## src/rtl/pulse_stretcher.sv

```systemverilog
// Pulse stretcher: turns single-cycle trigger requests into output pulses with a guaranteed
// minimum high time and minimum low time, queueing requests that arrive while busy.
module pulse_stretcher #(
  parameter int CLK_PERIOD_NS   = 5,
  parameter int PULSE_TIME_US   = 100,
  parameter int HOLDOFF_TIME_US = 100,
  parameter int PENDING_MAX     = 3,
  localparam int PULSE_CYCLES   = (PULSE_TIME_US * 1000 + CLK_PERIOD_NS - 1) / CLK_PERIOD_NS,
  localparam int HOLDOFF_CYCLES = (HOLDOFF_TIME_US * 1000 + CLK_PERIOD_NS - 1) / CLK_PERIOD_NS,
  localparam int MAX_CYCLES     = (PULSE_CYCLES > HOLDOFF_CYCLES) ? PULSE_CYCLES : HOLDOFF_CYCLES,
  localparam int CNT_W          = $clog2(MAX_CYCLES + 1),
  localparam int PEND_W         = $clog2(PENDING_MAX + 1)
) (
  input  logic              clk,
  input  logic              rst,
  input  logic              i_trig,
  input  logic              i_abort,
  output logic              o_out,
  output logic              o_busy,
  output logic [PEND_W-1:0] o_pending,
  output logic              o_overflow
);

  typedef enum logic [1:0] {
    IDLE    = 2'd0,
    ACTIVE  = 2'd1,
    HOLDOFF = 2'd2
  } state_t;

  localparam logic [CNT_W-1:0]  PULSE_LAST   = CNT_W'(PULSE_CYCLES - 1);
  localparam logic [CNT_W-1:0]  HOLDOFF_LAST = CNT_W'(HOLDOFF_CYCLES - 1);
  localparam logic [PEND_W-1:0] PEND_FULL    = PEND_W'(PENDING_MAX);
  localparam logic [CNT_W-1:0]  CNT_ONE      = CNT_W'(1);
  localparam logic [PEND_W-1:0] PEND_ONE     = PEND_W'(1);

  state_t              r_state;
  logic [CNT_W-1:0]    r_cnt;
  logic [PEND_W-1:0]   r_pending;
  logic                r_out;
  logic                r_busy;
  logic                r_overflow;

  state_t              w_nextState;
  logic [CNT_W-1:0]    w_nextCnt;
  logic [PEND_W-1:0]   w_nextPending;
  logic                w_nextOverflow;
  logic                w_enqueue;

  // A request that arrives while a pulse is in progress (and is not served directly by
  // a HOLDOFF exit) either joins the queue or is dropped with an overflow flag.
  always_comb begin
    w_nextState    = r_state;
    w_nextCnt      = r_cnt;
    w_nextPending  = r_pending;
    w_nextOverflow = 1'b0;
    w_enqueue      = 1'b0;

    case (r_state)
      IDLE: begin
        if (i_trig && !i_abort) begin
          w_nextState = ACTIVE;
          w_nextCnt   = '0;
        end
      end

      ACTIVE: begin
        if (i_abort) begin
          w_nextState   = HOLDOFF;
          w_nextCnt     = '0;
          w_nextPending = '0;
        end else begin
          w_enqueue = i_trig;
          if (r_cnt == PULSE_LAST) begin
            w_nextState = HOLDOFF;
            w_nextCnt   = '0;
          end else begin
            w_nextCnt = r_cnt + CNT_ONE;
          end
        end
      end

      HOLDOFF: begin
        if (i_abort) begin
          w_nextPending = '0;
          if (r_cnt == HOLDOFF_LAST) begin
            w_nextState = IDLE;
            w_nextCnt   = '0;
          end else begin
            w_nextCnt = r_cnt + CNT_ONE;
          end
        end else if (r_cnt == HOLDOFF_LAST) begin
          // A trig on the exit cycle is served together with the dequeue, so it never overflows
          w_nextCnt = '0;
          if (r_pending != '0) begin
            w_nextState   = ACTIVE;
            w_nextPending = i_trig ? r_pending : (r_pending - PEND_ONE);
          end else if (i_trig) begin
            w_nextState = ACTIVE;
          end else begin
            w_nextState = IDLE;
          end
        end else begin
          w_nextCnt = r_cnt + CNT_ONE;
          w_enqueue = i_trig;
        end
      end

      default: begin
        w_nextState   = IDLE;
        w_nextCnt     = '0;
        w_nextPending = '0;
      end
    endcase

    if (w_enqueue) begin
      if (r_pending < PEND_FULL) begin
        w_nextPending = r_pending + PEND_ONE;
      end else begin
        w_nextOverflow = 1'b1;
      end
    end
  end

  // Outputs are registered from the next state so out rises one cycle after the trig.
  always_ff @(posedge clk) begin
    if (rst) begin
      r_state    <= IDLE;
      r_cnt      <= '0;
      r_pending  <= '0;
      r_out      <= 1'b0;
      r_busy     <= 1'b0;
      r_overflow <= 1'b0;
    end else begin
      r_state    <= w_nextState;
      r_cnt      <= w_nextCnt;
      r_pending  <= w_nextPending;
      r_out      <= (w_nextState == ACTIVE);
      r_busy     <= (w_nextState != IDLE);
      r_overflow <= w_nextOverflow;
    end
  end

  assign o_out      = r_out;
  assign o_busy     = r_busy;
  assign o_pending  = r_pending;
  assign o_overflow = r_overflow;

endmodule
```

## config.mk

```make
export PLATFORM = sky130hd
export DESIGN_NAME = pulse_stretcher
export DESIGN_NICKNAME = d
export VERILOG_FILES = /design/src/rtl/pulse_stretcher.sv
export SDC_FILE = /design/constraint.sdc
export NUM_CORES = 1
export LEC_CHECK = 0
export ABC_AREA = 0
export BUFFER_PORTS_ARGS = -buffer_cell sky130_fd_sc_hd__buf_2
export CORE_MARGIN = 3
export CORE_UTILIZATION = 40
export CTS_BUF_LIST = sky130_fd_sc_hd__clkbuf_2
export CTS_CLUSTER_SIZE = 24
export DETAILED_ROUTE_END_ITERATION = 10
export GPL_ROUTABILITY_DRIVEN = 0
export HOLD_SLACK_MARGIN = 0.15
export PLACE_DENSITY = 0.6
export SLEW_MARGIN = 15
export SYNTH_ARGS = -nofsm -noshare
export SYNTH_HDL_FRONTEND = slang
export SYNTH_SLANG_ARGS = --single-unit
```

## constraint.sdc

```tcl
create_clock -name clk -period 2.5 [get_ports clk]
set_input_delay 0.25 -clock clk [delete_from_list [all_inputs] [get_ports clk]]
set_output_delay 0.25 -clock clk [all_outputs]
set_load 0.01 [all_outputs]
```

==> results.rst <==
.. list-table::
   :header-rows: 1

   * - Metric
     - Value
   * - Number of buffers on the longest clock path
     - 2
   * - Clock edge transition at the registers on the reported setup and hold paths
     - 0.21 ns
   * - Tmin final
     - 1.915 ns
   * - Placeable Area
     - around 2900 um2
   * - Ys Warns
     - 0
   * - Post-route antenna net violation count
     - 0
   * - Maximum net fanout on the critical path
     - 12
   * - Origin of the worst min-delay path
     - rst
   * - Type of element launching the critical path
     - flop
   * - Kind of cell adding the most delay to the critical path
     - compound AO/OA/AOI/OAI gates
   * - Power Density
     - 435.2 nW/um2
   * - Status
     - finished clean
   * - Pin slew with the least headroom to its limit
     - approximately 0.43 ns
   * - Number of global-route vias before repair
     - 980
   * - Post-synthesis share of cell area spent on and, or, nand and nor gates
     - 0.2825
   * - Sequential-to-total area share from yosys stat
     - 0.3552
   * - Total clock sinks
     - 22
   * - Worst clock skew on the final layout
     - 0.004929 ns
   * - Share of cells above drive strength 1
     - 0.1469
   * - Synthesized area
     - 1240 um2
   * - Post-layout net count
     - around 160
   * - GRT Total Usage
     - 0.1521
   * - Area of placed instances
     - 1303 um2
   * - Upper clock frequency limit
     - 0.5223 GHz
   * - Dominant register cell in the synthesized netlist
     - dfxtp_1
   * - Most common cell after layout, fill and taps aside
     - dfxtp_1
   * - Global-route wire length before repair
     - 4.374 mm
   * - Number of CTS-inserted buffers
     - 3
   * - Storage cell area
     - approximately 440 um2
   * - Max-slew violation total from the final report
     - 0
   * - Synth Area in Adders
     - 0.07064
   * - Period Utilization, post-route
     - 0.7659
   * - Critical path endpoint category
     - flop
   * - Launch point of the worst path
     - r_cnt[0]
   * - Starting DRC count in detailed routing
     - 30
   * - Number of maximum-capacitance violations
     - 0
   * - Tightest Hold Check Type
     - primary input to flop
   * - Arrival time at the worst endpoint
     - approximately 2.1 ns
   * - Aggregate routed wire length
     - 2.346 mm
   * - Worst Setup Path Type
     - flop to flop
   * - Compound-Gate Fraction of Synth Area
     - 0.1695
   * - Detailed-router iteration count before antenna repair
     - 4
   * - Async SR Flop Fraction
     - 0
   * - Crit-path slowest cell
     - a21o_1
   * - Total number of vias
     - between 900 and 1000
   * - Remaining Overflow, GRT
     - 0
   * - IO Count
     - 9
   * - Area grow syn2layout
     - 6.559%
   * - Worst skew pair latency
     - 0.31 ns
   * - Final setup viols
     - 0
   * - CP required
     - 2.72 ns
   * - Post-CTS repair timing setup buffer count
     - 0
   * - Series of cell instances along the critical path
     - ha_1 > and4bb_2 > nand4_2 > o211ai_1 > a21o_1 > nor2_1
   * - Number of antenna repair diodes
     - 0
   * - Static Leakage
     - 0.4823 nW
   * - Floorplan die width
     - 61.68 um
   * - Multi-input gate area in the final layout
     - approximately 750 um2
   * - Count of unresolved DRC violations after routing
     - 0
   * - Antenna violations before repair
     - 0
   * - Avg Synthesized Cell Area
     - 9.253 um2
   * - Largest vdd supply drop
     - 0.1523 mV
   * - R2r startpoint
     - r_cnt[0]
   * - Clock tree from TritonCTS
     - yes
   * - Final Hold Vio Count
     - 0
   * - Post-Synthesis Net Count
     - ~150
   * - Synth Register Bits
     - 22
   * - Count of hold buffers inserted by post-cts repair
     - 0
   * - Die Footprint
     - 3804 um2
   * - Main combinational cell family by area after synthesis
     - simple AND/OR/NAND/NOR gates
   * - DP Wirelength
     - around 1.8 mm
   * - Portion of netlist area occupied by mux cells
     - 0
   * - Total negative slack for setup checks
     - 0 ns
   * - Count of buffers inserted at the top-level ports
     - 8
   * - Synthesized instance count
     - 134
   * - Buffer and inverter count on the worst path
     - 0
   * - Commonest cells after routing, fill and taps aside
     - dfxtp_1, nor2_1, nand2_1
   * - Die H
     - 61.68 um
   * - Distinct cell type count of the synthesized netlist
     - 44
   * - Worst relative slew slack
     - 0.7147
   * - Via-per-instance ratio
     - 5.621
   * - Post-synth EDFFs
     - 0
   * - Cts repair resizes
     - 0
   * - Longest individual stage delay on the worst path
     - approximately 0.43 ns
   * - # rows
     - 19
   * - Xor-xnor portion of the synthesized cell area
     - 0.08476
   * - Pin count of the biggest net entering global routing
     - 13
   * - Unrepaired setup endpoints after global routing
     - no
   * - Clk root buf
     - clkbuf_2
   * - Number of filler cells placed in the layout
     - 280
   * - Initial standard-cell utilization of the core
     - 0.4346
   * - Routed wire per std cell
     - 13.48 um
   * - Number of levels the H-tree was split into
     - 1
   * - Final standard cell area without fillers
     - 1321 um2
-- metrics by stage --
| step | total power [W] | utilization | hold slack (ns) | worst slack, ns | std cells |
|---|---|---|---|---|---|
| 6_report | 0.0005750 | 0.4632 | 0.2298 | 0.5852 | 174 |
| 5_1_grt | 0.0006137 | 0.4632 | 0.2377 | 0.3810 | 174 |
| 4_1_cts | 0.0005842 | 0.4632 | 0.2294 | 0.5801 | 174 |
| 3_5_place_dp | 0.0004419 | 0.4566 | 0.4772 | 0.6155 | 170 |
| 3_3_place_gp | 0.0004404 | 0.4566 | 0.4637 | 0.6833 | 170 |
| 2_1_floorplan | 0.0004241 | - | 0.4491 | 0.8354 | 134 |
-- report_power, final --
group	total [W]	switching, W	internal, W
clock network	0.000140	0.000105	0.0000348
registers	0.000362	0.00000410	0.000358
logic	0.0000736	0.0000486	0.0000250
total	0.000575	0.000157	0.000418
-- registers in the layout, indices dropped and copies added (netlist names) --
signal and cells:
r_cnt 15, o_pending 2, r_state 2, o_busy 1, o_out 1, o_overflow 1
-- synthesized netlist by cell type (2+ instances only) --
library cell / number / area (um2)
a311o_1: 2 / 20.02
nor4_1: 2 / 12.51
ha_1: 7 / 87.58
a21oi_1: 3 / 15.01
and4_2: 2 / 20.02
xor2_1: 8 / 70.07
nand3_1: 8 / 40.04
a2111oi_4: 2 / 55.05
nor3_1: 4 / 20.02
nand2_1: 10 / 37.54
and2_1: 2 / 12.51
a21o_1: 2 / 15.01
nor2_1: 15 / 56.30
nand2b_1: 2 / 12.51
inv_1: 8 / 30.03
o211ai_1: 2 / 15.01
o21ai_0: 2 / 10.01
xnor2_1: 4 / 35.03
nor2b_1: 3 / 18.77
dfxtp_1: 22 / 440.4
-- worst paths after layout --
check / to / slack (ns) / cells after the start
worst max-delay path: r_cnt[8] / 0.59 / 6
worst min-delay path: r_cnt[1] / 0.23 / 2
worst max register to register: r_cnt[8] / 0.59 / 6
worst min register to register: r_cnt[1] / 0.50 / 2
-- cell families after synthesis --
kind of cell / after synthesis
xor+xnor: 12
buf+inv: 11
fa+ha+maj: 7
simple gates: 60
compound gates: 22
flops: 22
-- per-layer routing --
layer | share of wire | track usage | vias up
met4 | 0.013 | 0.05758 | 0
li1 | - | - | 495
met2 | 0.44 | 0.2347 | 16
met3 | 0.033 | 0.03145 | 6
met1 | 0.51 | 0.2078 | 461
met5 | 0 | 0 | -
-- worst reg2reg max path, delay by kind of cell (launching register included) --
family,cells,cell delay (ns)
AND/OR/NAND/NOR,3,0.51
adder cells (fa/ha/maj),1,0.22
AO/OA/AOI/OAI,2,0.68
flip-flops,1,0.41
-- layout make-up --
cell class | count | area share
repair buffers | 8 | 0.03030
inverters | 8 | 0.02273
clock inverters | 1 | 0.002841
flip-flops and latches | 22 | 0.3333
clock buffers | 3 | 0.01136
well taps | 31 | 0.02936
multi-input cells | 101 | 0.5701
Power figures use the tool's default switching activity.
